File: src/rtl/fp_pkg.sv
// Shared definitions for the sequential binary32 multiplier:
// format widths, special-value constants, FSM states, field helpers.
package fp_pkg;

    localparam int EXP_W  = 8;
    localparam int MANT_W = 24;
    localparam int BIAS   = 127;
    localparam int FP_W   = EXP_W + MANT_W;

    localparam logic [FP_W-1:0] QNAN = 32'h7FC0_0000;
    localparam logic [FP_W-1:0] INF  = 32'h7F80_0000;

    typedef enum logic [2:0] {
        S_IDLE = 3'd0,
        S_SPEC = 3'd1,
        S_MULT = 3'd2,
        S_NORM = 3'd3,
        S_DONE = 3'd4
    } state_t;

    function automatic logic f_sign(input logic [FP_W-1:0] x);
        return x[FP_W-1];
    endfunction

    function automatic logic [EXP_W-1:0] f_exp(input logic [FP_W-1:0] x);
        return x[FP_W-2 -: EXP_W];
    endfunction

    function automatic logic [MANT_W-2:0] f_frac(input logic [FP_W-1:0] x);
        return x[MANT_W-2:0];
    endfunction

endpackage

File: src/rtl/fp_mult_seq_ctrl_if.sv
// Operand/result handshake bundle of the sequential multiplier.
// The source/consumer side is master, the controller is slave.
interface fp_mult_seq_ctrl_if #(
    parameter int W = fp_pkg::FP_W
);
    logic         in_valid;
    logic         in_ready;
    logic [W-1:0] a;
    logic [W-1:0] b;
    logic         out_valid;
    logic         out_ready;
    logic [W-1:0] res;
    logic         busy;

    modport master (
        output in_valid, a, b, out_ready,
        input  in_ready, out_valid, res, busy
    );

    modport slave (
        input  in_valid, a, b, out_ready,
        output in_ready, out_valid, res, busy
    );
endinterface

File: src/rtl/mant_shift_add.sv
// Radix-2 shift-add significand multiplier: one partial product per
// cycle, MANT_W cycles after start, {acc, multiplier} holds the product.
module mant_shift_add #(
    parameter int MANT_W = 24
) (
    input  logic                  clk,
    input  logic                  rst_n,
    input  logic                  start,
    input  logic [MANT_W-1:0]     a_m,
    input  logic [MANT_W-1:0]     b_m,
    output logic [2*MANT_W-1:0]   p,
    output logic                  done
);
    localparam int CW = $clog2(MANT_W);

    logic [MANT_W-1:0] mcand;
    logic [MANT_W-1:0] mplr;
    logic [MANT_W-1:0] acc;
    logic [MANT_W-1:0] addend;
    logic [MANT_W:0]   sum;
    logic [CW-1:0]     cnt;
    logic              run;

    assign addend = mplr[0] ? mcand : '0;
    assign sum    = {1'b0, acc} + {1'b0, addend};
    assign p      = {acc, mplr};
    assign done   = run && (cnt == '0);

    always_ff @(posedge clk or negedge rst_n) begin
        if (!rst_n) begin
            mcand <= '0;
            mplr  <= '0;
            acc   <= '0;
            cnt   <= '0;
            run   <= 1'b0;
        end else if (start) begin
            mcand <= a_m;
            mplr  <= b_m;
            acc   <= '0;
            cnt   <= CW'(MANT_W - 1);
            run   <= 1'b1;
        end else if (run) begin
            // carry of the add lands in acc MSB, LSB drops into the low half
            {acc, mplr} <= {sum, mplr[MANT_W-1:1]};
            if (cnt == '0)
                run <= 1'b0;
            else
                cnt <= cnt - 1'b1;
        end
    end
endmodule

File: src/rtl/fp_mult_seq_ctrl.sv
// Sequencing controller for the binary32 multiplier: capture, special
// decode, shift-add multiply, normalize/truncate, pack and hand off.
module fp_mult_seq_ctrl #(
    parameter int EXP_W  = fp_pkg::EXP_W,
    parameter int MANT_W = fp_pkg::MANT_W,
    parameter int BIAS   = fp_pkg::BIAS
) (
    input  logic             clk,
    input  logic             rst_n,
    fp_mult_seq_ctrl_if.slave bus
);
    import fp_pkg::*;

    localparam int W  = EXP_W + MANT_W;
    localparam int FW = MANT_W - 1;
    localparam int EW = EXP_W + 2;
    localparam logic signed [EW-1:0] BIAS_E = EW'(BIAS);
    localparam logic signed [EW-1:0] E_MAX  = EW'((1 << EXP_W) - 1);
    localparam logic [W-1:0] NAN_R =
        {1'b0, {EXP_W{1'b1}}, 1'b1, {(FW-1){1'b0}}};

    state_t state, nxt;

    logic                 sa, sb, za, zb, ia, ib, na, nb, spec, s_cap;
    logic [EXP_W-1:0]     ea, eb;
    logic [FW-1:0]        fa, fb;
    logic signed [EW-1:0] e_cap, e, e_n;
    logic [W-1:0]         spec_r, pack, pend, res_q;
    logic                 sign, ov, start, done, carry;
    logic [FW-1:0]        frac_n;
    logic [2*MANT_W-1:0]  p;
    logic                 unused_lo;

    assign sa = bus.a[W-1];
    assign sb = bus.b[W-1];
    assign ea = bus.a[W-2 -: EXP_W];
    assign eb = bus.b[W-2 -: EXP_W];
    assign fa = bus.a[FW-1:0];
    assign fb = bus.b[FW-1:0];
    assign za = (ea == '0);
    assign zb = (eb == '0);
    assign ia = &ea;
    assign ib = &eb;
    assign na = ia && (|fa);
    assign nb = ib && (|fb);
    assign spec  = za | zb | ia | ib;
    assign s_cap = sa ^ sb;
    assign e_cap = $signed({2'b00, ea}) + $signed({2'b00, eb}) - BIAS_E;

    always_comb begin
        spec_r = {s_cap, {(W-1){1'b0}}};
        if (na | nb | (ia & zb) | (za & ib))
            spec_r = NAN_R;
        else if (ia | ib)
            spec_r = {s_cap, {EXP_W{1'b1}}, {FW{1'b0}}};
    end

    mant_shift_add #(.MANT_W(MANT_W)) u_mul (
        .clk   (clk),
        .rst_n (rst_n),
        .start (start),
        .a_m   ({1'b1, fa}),
        .b_m   ({1'b1, fb}),
        .p     (p),
        .done  (done)
    );

    assign carry  = p[2*MANT_W-1];
    assign frac_n = carry ? p[2*MANT_W-2 -: FW] : p[2*MANT_W-3 -: FW];
    assign e_n    = carry ? e + EW'(1) : e;
    // truncated product bits never reach the result
    assign unused_lo = ^p[MANT_W-2:0];

    always_comb begin
        pack = {sign, e_n[EXP_W-1:0], frac_n};
        if (e_n >= E_MAX)
            pack = {sign, {EXP_W{1'b1}}, {FW{1'b0}}};
        else if (e_n[EW-1] || (e_n == '0))
            pack = {sign, {(W-1){1'b0}}};
    end

    always_ff @(posedge clk or negedge rst_n) begin
        if (!rst_n)
            state <= S_IDLE;
        else
            state <= nxt;
    end

    always_comb begin
        nxt   = state;
        start = 1'b0;
        unique case (state)
            S_IDLE: if (bus.in_valid) begin
                start = !spec;
                nxt   = spec ? S_SPEC : S_MULT;
            end
            S_SPEC: nxt = S_DONE;
            S_MULT: if (done) nxt = S_NORM;
            S_NORM: nxt = S_DONE;
            S_DONE: if (ov && bus.out_ready) nxt = S_IDLE;
            default: nxt = S_IDLE;
        endcase
    end

    // DONE spends its first cycle moving pend into res, then raises out_valid
    always_ff @(posedge clk or negedge rst_n) begin
        if (!rst_n) begin
            sign  <= 1'b0;
            e     <= '0;
            pend  <= '0;
            res_q <= '0;
            ov    <= 1'b0;
        end else begin
            if (state == S_IDLE && bus.in_valid) begin
                sign <= s_cap;
                e    <= e_cap;
                pend <= spec_r;
            end
            if (state == S_NORM)
                pend <= pack;
            if (state == S_DONE) begin
                if (!ov) begin
                    ov    <= 1'b1;
                    res_q <= pend;
                end else if (bus.out_ready) begin
                    ov <= 1'b0;
                end
            end
        end
    end

    assign bus.in_ready  = (state == S_IDLE);
    assign bus.busy      = (state != S_IDLE);
    assign bus.out_valid = ov;
    assign bus.res       = res_q;
endmodule

File: src/flat_wrapper.sv
// flat-port wrapper written by rule: the top's interface ports become plain ports
module fp_mult_seq_ctrl_flat import fp_pkg::*;
#(
    parameter int EXP_W  = fp_pkg::EXP_W,
    parameter int MANT_W = fp_pkg::MANT_W,
    parameter int BIAS   = fp_pkg::BIAS
)
  (clk, rst_n, bus_in_valid, bus_a, bus_b, bus_out_ready, bus_in_ready, bus_out_valid, bus_res, bus_busy);
  fp_mult_seq_ctrl_if bus_i ();
  input  logic clk;
  input  logic rst_n;
  input wire logic [$bits(bus_i.in_valid)-1:0] bus_in_valid;
  input wire logic [$bits(bus_i.a)-1:0] bus_a;
  input wire logic [$bits(bus_i.b)-1:0] bus_b;
  input wire logic [$bits(bus_i.out_ready)-1:0] bus_out_ready;
  output wire logic [$bits(bus_i.in_ready)-1:0] bus_in_ready;
  output wire logic [$bits(bus_i.out_valid)-1:0] bus_out_valid;
  output wire logic [$bits(bus_i.res)-1:0] bus_res;
  output wire logic [$bits(bus_i.busy)-1:0] bus_busy;
  assign bus_i.in_valid = bus_in_valid;
  assign bus_i.a = bus_a;
  assign bus_i.b = bus_b;
  assign bus_i.out_ready = bus_out_ready;
  assign bus_in_ready = bus_i.in_ready;
  assign bus_out_valid = bus_i.out_valid;
  assign bus_res = bus_i.res;
  assign bus_busy = bus_i.busy;
  fp_mult_seq_ctrl #(.EXP_W(EXP_W), .MANT_W(MANT_W), .BIAS(BIAS)) u_core (.clk(clk), .rst_n(rst_n), .bus(bus_i));
endmodule
File: config.mk
export PLATFORM = sky130hd
export DESIGN_NAME = fp_mult_seq_ctrl_flat
export DESIGN_NICKNAME = d
export VERILOG_FILES = /design/src/rtl/fp_pkg.sv /design/src/rtl/fp_mult_seq_ctrl_if.sv /design/src/rtl/mant_shift_add.sv /design/src/rtl/fp_mult_seq_ctrl.sv /design/src/flat_wrapper.sv
export SDC_FILE = /design/constraint.sdc
export NUM_CORES = 1
export LEC_CHECK = 0
export CAP_MARGIN = 10
export CORE_MARGIN = 4
export CORE_UTILIZATION = 57
export CTS_BUF_LIST = sky130_fd_sc_hd__clkbuf_16
export DETAILED_ROUTE_END_ITERATION = 10
export GPL_TIMING_DRIVEN = 0
export HOLD_SLACK_MARGIN = 0.06
export PLACE_DENSITY = 0.81
export SKIP_LAST_GASP = 1
export SLEW_MARGIN = 20
export SYNTH_ARGS = -nofsm -noshare
export SYNTH_HDL_FRONTEND = slang
export SYNTH_HIERARCHICAL = 1
export SYNTH_SLANG_ARGS = --single-unit
File: constraint.sdc
create_clock -name clk -period 3.16 [get_ports clk]
set_input_delay 0.632 -clock clk [delete_from_list [all_inputs] [get_ports clk]]
set_output_delay 0.632 -clock clk [all_outputs]
set_load 0.01 [all_outputs]
==> out/results.md <==
| Group | Parameter | This run |
| --- | --- | --- |
| power | Leakage power | 4.96 nW |
| cells and area | Finished Cell Area | 11000 um2 |
| setup path | Endpoint class of the critical path | flop |
| setup path | Worst setup SP type | input pin |
| setup path | Critical path class | input pin to flop |
| sta | Tcrit/Tclk final | 95.9% |
| global route | Global routing usage on met3 | 4.16% |
| floorplanning | Row count | 45 |
| floorplanning | Die Span X | 134 um |
| logic synthesis | Most used flip-flop cell after synthesis | sky130_fd_sc_hd__dfrtp_1 |
| sta | Setup violation total in the final timing report | 0 |
| logic synthesis | Synth unique cells | 76 |
| clock tree | Buffer type at the clock tree root | sky130_fd_sc_hd__clkbuf_16 |
| sta | Final Max Tran Viols | 0 |
| logic synthesis | Share of synthesized area occupied by flip-flops and latches | 43.3% |
| setup path | Critical-path maximum fanout | 3 |
| sta | Count of endpoints failing hold in the final timing report | 0 |
| sta | RSZ-0062 raised after global routing | no |
| global route | Global routing met1 resource utilization | 34.7% |
| route | Average wire length per cell after detail routing | 17.4 um |
| hold path | Tightest Hold Check Type | input pin to asynchronous set/reset pin |
| logic synthesis | Share of synthesized registers carrying an async set or reset | 100% |
| clock tree | Clock tree from TritonCTS | yes |
| clock tree | Worst-case clock buffer depth | 2 |
| run status | Run status | finished clean |
| route | Vias | 7341 |
| power | Power consumption | 0.0101 W |
| logic synthesis | Mapped Cells | 892 |
| logic synthesis | Library cell occupying the most area in the post-synthesis netlist | sky130_fd_sc_hd__dfrtp_1 |
| sta | Clock period minus worst slack | 3.03 ns |
| clock tree | Number of hold buffers added after CTS | 0 |
| global route | Initial antenna violation count | 0 |
| placed design | Placed wire-length estimate | 16.1 mm |
| route | Detail-routed via count per cell | 5.92 |
| setup path | Reg-to-Reg End | u_core/u_mul/mcand[8] |
| floorplanning | Area of the die | 18000 um2 |
| floorplanning | Number of ports placed on the die boundary | 103 |
| logic synthesis | Post-Syn Area | 9070 um2 |
| clock tree | Clock latency on the worst-skew pair | 0.42 ns |
| floorplanning | Effective utilization at floorplan | 59.0% |
| clock tree | TritonCTS buffer count | 17 |
| power | Worst-case vdd ir drop | 526 uV |
| clock tree | Clock-pin slew of the registers on the worst-case setup and hold paths | 0.06 ns |
| placed design | Post-placement cell area | 10400 um2 |
| global route | Busiest metal layer after global routing | met2 |
| sta | Maximum clock skew at final layout | 0.00617 ns |
| global route | Total GRT Usage | 24.5% |
| sta | Fmax achieved | 330 MHz |
| sta | Hold Worst Slack | 0.137 ns |
| logic synthesis | Synthesis-stage register bit count | 157 |
| route | Antenna Nets Post-Route | 0 |
| route | Remaining design rule violation count | 0 |
| setup path | Crit path DAT | 3.34 ns |
| placed design | Port Buf Inserts | 101 |
| logic synthesis | Largest cells by area after synthesis | sky130_fd_sc_hd__dfrtp_1, sky130_fd_sc_hd__mux2_2, sky130_fd_sc_hd__mux2i_1, sky130_fd_sc_hd__ha_1, sky130_fd_sc_hd__nand2_1 |
| logic synthesis | Number of enable-type register cells in the synthesized netlist | 0 |
| global route | Leftover overflow at the end of global routing | 0 |
| route | Routed WL | 21.7 mm |
| logic synthesis | Mean cell area of the mapped netlist | 10.2 um2 |
| route | Detailed Route Iter0 Violations | 626 |
| cells and area | Final net count | 1129 |
| clock tree | TritonCTS sink count | 157 |
| setup path | Register-to-Register Path Depth | 8 |
| power | Pwr per Cell Area | 915 nW/um2 |
| sta | Worst slew margin relative to its limit | 51.3% |
| cells and area | Final core utilization | 71.7% |
| logic synthesis | Number of warning messages in the yosys log | 6 |
| job | MaxCap Viol Count | 0 |
| global route | Number of global-route vias before repair | 7160 |
| clock tree | Number of levels in the clock H-tree | 4 |
| cells and area | Growth of design area from synthesis to finish | 21.6% |
| floorplanning | Y dimension of the die | 134 um |
| global route | Wire length of the first global-routing pass | 35.6 mm |
| floorplanning | Core footprint | 15400 um2 |
| logic synthesis | Top cell type's share of synthesized area | 43.3% |
| setup path | Beginning of the worst register-to-register path | u_core/state[2] |
| sta | Measured slew at the worst slew-check pin | 0.730 ns |
| setup path | Required arrival time at the worst endpoint | 3.47 ns |
| setup path | R2R setup slack | 0.24 ns |
| cells and area | Layout cell share with drive strength beyond 1 | 14.5% |
| global route | Largest net degree at the start of global routing | 97 |
| placed design | Final weighted congestion in routability-driven placement | 0.982 |
| global route | GR Util met2 | 39.4% |
| cells and area | Antenna Cells | 0 |
| route | Drt pass-1 iters | 5 |
-- sequential cells by signal, indices dropped and copies added (netlist names) --
| signal | cells |
|---|---|
| u_core/bus.res | 32 |
| u_core/pend | 32 |
| u_core/u_mul/acc | 24 |
| u_core/u_mul/mcand | 24 |
| u_core/u_mul/mplr | 24 |
| u_core/e | 10 |
| u_core/u_mul/cnt | 5 |
| u_core/state | 3 |
| u_core/bus.out_valid | 1 |
| u_core/sign | 1 |
| u_core/u_mul/run | 1 |
-- report_power, final --
group / internal, W / leakage (nW) / switching [W] / total (W)
Combinational: 0.00203 / 2.67 / 0.00266 / 0.00469
Sequential: 0.00276 / 2.00 / 0.000583 / 0.00335
Clock: 0.00124 / 0.290 / 0.000816 / 0.00206
-- cell usage in the layout, fill, tap and decap left out, drive strengths merged, types with 13 or more instances in the layout --
cell type / Yosys / routed
mux2: 58 / 58
nor4: 16 / 16
nand3: 16 / 16
o21ai: 80 / 80
a21oi: 29 / 29
ha: 42 / 42
and2: 28 / 28
dfrtp: 157 / 157
nand2: 97 / 97
nand4: 14 / 14
xnor2: 18 / 18
clkbuf: 33 / 50
mux2i: 59 / 59
nor2: 45 / 45
inv: 22 / 24
buf: 16 / 21
nor3: 13 / 13
clkdlybuf4s50: 0 / 100
-- worst max-delay path by stage --
stage / from / to / slack (ns) / depth (start not counted)
2_1_floorplan: bus_a[24] / u_core/e[7] / 0.41 / 9
3_3_place_gp: rst_n / u_core/bus.res[19] / -4.79 / 1
3_5_place_dp: bus_b[24] / u_core/u_mul/acc[4] / -0.59 / 10
4_1_cts: u_core/u_mul/mplr[0] / u_core/u_mul/acc[19] / 0.04 / 9
5_1_grt: bus_b[24] / u_core/u_mul/mcand[8] / 0.01 / 9
6_report: bus_a[24] / u_core/e[7] / 0.13 / 10
-- cell usage after synthesis (all sizes together) (4+ instances only) --
| master | number |
|---|---|
| nand2 | 97 |
| inv | 22 |
| o21a | 7 |
| xor2 | 11 |
| o31ai | 4 |
| mux2i | 59 |
| nand3 | 16 |
| and3 | 4 |
| dfrtp | 157 |
| nand2b | 10 |
| o211ai | 8 |
| mux2 | 58 |
| a21o | 11 |
| buf | 16 |
| nor4 | 16 |
| o21bai | 6 |
| nor2 | 45 |
| o21ai | 80 |
| nor3 | 13 |
| xnor2 | 18 |
| nor3b | 5 |
| a31oi | 4 |
| a2111oi | 4 |
| nand3b | 9 |
| a211o | 6 |
| and4 | 4 |
| and2 | 28 |
| nand4 | 14 |
| a211oi | 11 |
| a21oi | 29 |
| ha | 42 |
| clkbuf | 33 |
-- routing by layer --
layer / vias up / share of wire [%]
met3: 41 / 6.4
met2: 257 / 46
met4: 0 / 1.8
li1: 3503 / -
met5: - / 0
met1: 3540 / 45
-- worst max-delay path, stage by stage --
cell,delay (ns)
sky130_fd_sc_hd__clkdlybuf4s50_1,0.46
sky130_fd_sc_hd__ha_1,0.34
sky130_fd_sc_hd__ha_1,0.25
sky130_fd_sc_hd__fa_1,0.42
sky130_fd_sc_hd__a21o_1,0.20
sky130_fd_sc_hd__a21oi_1,0.25
sky130_fd_sc_hd__nor2b_1,0.08
sky130_fd_sc_hd__o21a_1,0.18
sky130_fd_sc_hd__or3_1,0.30
sky130_fd_sc_hd__a41o_1,0.24
-- kinds of logic after synthesis --
| kind of cell | Yosys count | synth area share, % |
|---|---|---|
| adder cells (fa/ha/maj) | 44 | 6.23 |
| buffers and inverters | 71 | 3.32 |
| AND/OR/NAND/NOR | 277 | 15.7 |
| AO/OA/AOI/OAI | 196 | 14.9 |
| multiplexers | 117 | 13.7 |
| XOR/XNOR | 29 | 2.80 |
| flip-flops | 157 | 43.3 |
| other | 1 | 0.0413 |
-- layout make-up --
type,count,area [um2]
clock buffers,17,425
flip-flops and latches,157,3930
inverters,22,82.6
plain buffers,49,231
fillers,1146,4340
clock inverters,15,174
multi-input cells,665,4860
repair buffers,105,1070
well taps,211,264
-- metrics by stage --
step	instances	setup TNS [ns]	setup slack, ns
2_1_floorplan	893	0	0.407
3_3_place_gp	1205	-777.32	-4.79
3_5_place_dp	1206	-31.32	-0.585
4_1_cts	1238	0	0.0352
5_1_grt	1241	0	0.00984
6_report	1241	0	0.128
-- timing repair --
| action | in CTS | in global routing |
|---|---|---|
| endpoints found under the setup margin | 78 | 33 |
| pin swaps | 0 | 1 |
| resized for setup | 9 | 7 |
| buffers inserted | 0 | 3 |
Note: power is estimated with default switching activity, not from simulation.
==> variant: new RTL, same flow settings <==
The package constant `EXP_W` goes from 8 to 7.
--- a/src/rtl/fp_pkg.sv
+++ b/src/rtl/fp_pkg.sv
@@ -3,5 +3,5 @@
 package fp_pkg;
 
-    localparam int EXP_W  = 8;
+    localparam int EXP_W  = 7;
     localparam int MANT_W = 24;
     localparam int BIAS   = 127;
Ports: changed (resized bus_a, bus_b and bus_res); port bits go from 103 to 100. The function was not compared with the original's and may differ.
==> variant against the unedited design <==
  * Wire length is 1.7% lower
  * Clock skew is 1.1 ps higher
  * Area after synthesis is 0.95% lower
  * Die area is 0.89% lower
  * Cell area is 1.7% lower
  * Core utilization is 0.97 points lower
  * Power is 1.6% lower
  * Setup slack better by 110 ps
  * Sequential cell count is 3 lower
==> variant: results (changes against the unedited design) <==
{| class="wikitable"
! Metric !! Value
|-
| DRT met1 WL || 9500 um (was 9810 um)
|-
| Via count of the first global-routing pass || 6939 (was 7160)
|-
| Least-Margin Pin Slew || 786 ps (was 730 ps)
|-
| Unique cell type count in the Yosys netlist || 85 (was 76)
|-
| Non-filler cells, final || 1227 (was 1241)
|-
| Register area share after synthesis || 42.9% (was 43.3%)
|-
| Seq pwr share || 33.1% (was 33.2%)
|-
| Post-synth top cells || 154 x sky130_fd_sc_hd__dfrtp_1, 94 x sky130_fd_sc_hd__nand2_1, 57 x sky130_fd_sc_hd__mux2_2, 56 x sky130_fd_sc_hd__mux2i_1, 51 x sky130_fd_sc_hd__nor2_1 (was 157 x sky130_fd_sc_hd__dfrtp_1, 97 x sky130_fd_sc_hd__nand2_1, 59 x sky130_fd_sc_hd__mux2i_1, 58 x sky130_fd_sc_hd__mux2_2, 52 x sky130_fd_sc_hd__o21ai_0)
|-
| Static power due to leakage || 4.80 nW (was 4.96 nW)
|-
| Data arrival at the endpoint of the critical path || 3270 ps (was 3340 ps)
|-
| Buffer levels on the longest clock path || 2 (unchanged)
|-
| Net switching power || 4.13 mW (was 4.06 mW)
|-
| Status || completed (unchanged)
|-
| First-pass GRT wire length || 35300 um (was 35600 um)
|-
| Final HPWL DP || 15800 um (was 16100 um)
|-
| Number of buffers added on ports || 99 (was 101)
|-
| Largest driver fanout on the critical path || 10 (was 3)
|-
| CTS root buf || sky130_fd_sc_hd__clkbuf_16 (unchanged)
|-
| Overall global routing resource usage || 24.5% (about the same)
|-
| Routed WL per cell || 17.3 um (was 17.4 um)
|-
| Setup clock skew after layout || 7.30 ps (was 6.17 ps)
|-
| Detailed Route Iter0 Violations || 609 (was 626)
|-
| Net count of the finished layout || 1105 (was 1129)
|-
| Largest net degree at the start of global routing || 81 (was 97)
|-
| Maximum vdd drop || 0.558 mV (was 0.526 mV)
|-
| Setup slack at placement || -656 ps (was -585 ps)
|-
| Power of the combinational group || 4.77 mW (was 4.69 mW)
|-
| Biggest area contributors in the synthesized netlist || sky130_fd_sc_hd__dfrtp_1 43%, sky130_fd_sc_hd__mux2_2 7.1%, sky130_fd_sc_hd__mux2i_1 6.2% (was sky130_fd_sc_hd__dfrtp_1 43%, sky130_fd_sc_hd__mux2_2 7.2%, sky130_fd_sc_hd__mux2i_1 6.5%)
|-
| Number of vias after detailed routing || 7267 (was 7341)
|-
| Int Power || 5.80 mW (was 6.03 mW)
|-
| Mean cell area of the mapped netlist || 10.2 sq um (about the same)
|-
| Met2 WL || 10000 um (was 10100 um)
|-
| Weighted congestion at the end of routability-driven global placement || 0.926 (was 0.982)
|-
| Fraction of layout instances using a drive strength above 1 || 15.3% (was 14.5%)
|}
variant: cell count changes after synthesis, sizes merged, moves of 4 or more:
cell   unedited run  this run
nor2             45        51
a22oi             1         5
nor3             13        18
and3              4         8
ha               42        34
buf              16        20
o21ai            80        74
xor2             11         5
variant: per-stage QoR:
step | TNS (ps) | area [sq um]
floorplan | 0 | 8990
global placement | -748790 | 10200
detailed placement | -35980 | 10300
CTS | 0 | 10800
global route | 0 | 10800
finish | 0 | 10800
variant: repair_timing:
action | in CTS | in global routing
endpoints found under the setup margin | 51 | 56
gates cloned | 0 | 0
resized for setup | 5 | 7
variant: routing by layer:
layer	vias to the layer above	GRT usage (%)
met4	0	6.34
met2	261	38.6
met3	28	5.74
li1	3469	-
met5	-	0
met1	3509	34.5
variant: final cells by class:
cell class	count	area, sq um
plain buffers	51	264
flip-flops and latches	154	3850
multi-input cells	656	4800
clock buffers	17	425
clock inverters	15	118
repair buffers	100	1020
fillers	1210	4480
inverters	23	86.3
well taps	211	264
variant: worst max-delay path, stage by stage:
cell                              delay [ps]
sky130_fd_sc_hd__clkdlybuf4s50_1         450
sky130_fd_sc_hd__nor4_1                  290
sky130_fd_sc_hd__nand2_1                 220
sky130_fd_sc_hd__nand3_1                 200
sky130_fd_sc_hd__nor2_2                  100
sky130_fd_sc_hd__clkbuf_2                230
sky130_fd_sc_hd__nor2_1                  340
sky130_fd_sc_hd__clkbuf_1                470
sky130_fd_sc_hd__nand2_1                 110
sky130_fd_sc_hd__o31ai_1                  80
sky130_fd_sc_hd__nand3b_1                150
variant: cells by family (layout without fill, tap and decap cells):
logic type	after synthesis	in the layout	share of synthesized area, %
compound gates	200	200	16.0
mux	113	113	13.4
buf+inv	74	206	3.81
simple gates	282	282	16.4
xor+xnor	23	23	2.33
other cells	1	2	0.0417
flops	154	154	42.9
fa+ha+maj	36	36	5.18
variant: path summary, 6_finish.rpt:
check	from	cells after the start	slack [ps]	endpoint
min in group clk	u_core/pend[11]$_DFFE_PN0P_	2	470	u_core/pend[11]$_DFFE_PN0P_
worst max register to register	u_core/u_mul/mplr[0]$_DFFE_PN0P_	10	270	u_core/u_mul/acc[19]$_DFFE_PN0P_
worst min-delay path	rst_n	1	190	u_core/u_mul/mplr[9]$_DFFE_PN0P_
max in group asynchronous	rst_n	2	2180	u_core/pend[15]$_DFFE_PN0P_
worst max-delay path	bus_b[26]	11	240	u_core/u_mul/acc[22]$_DFFE_PN0P_
worst min register to register	u_core/pend[11]$_DFFE_PN0P_	2	470	u_core/pend[11]$_DFFE_PN0P_
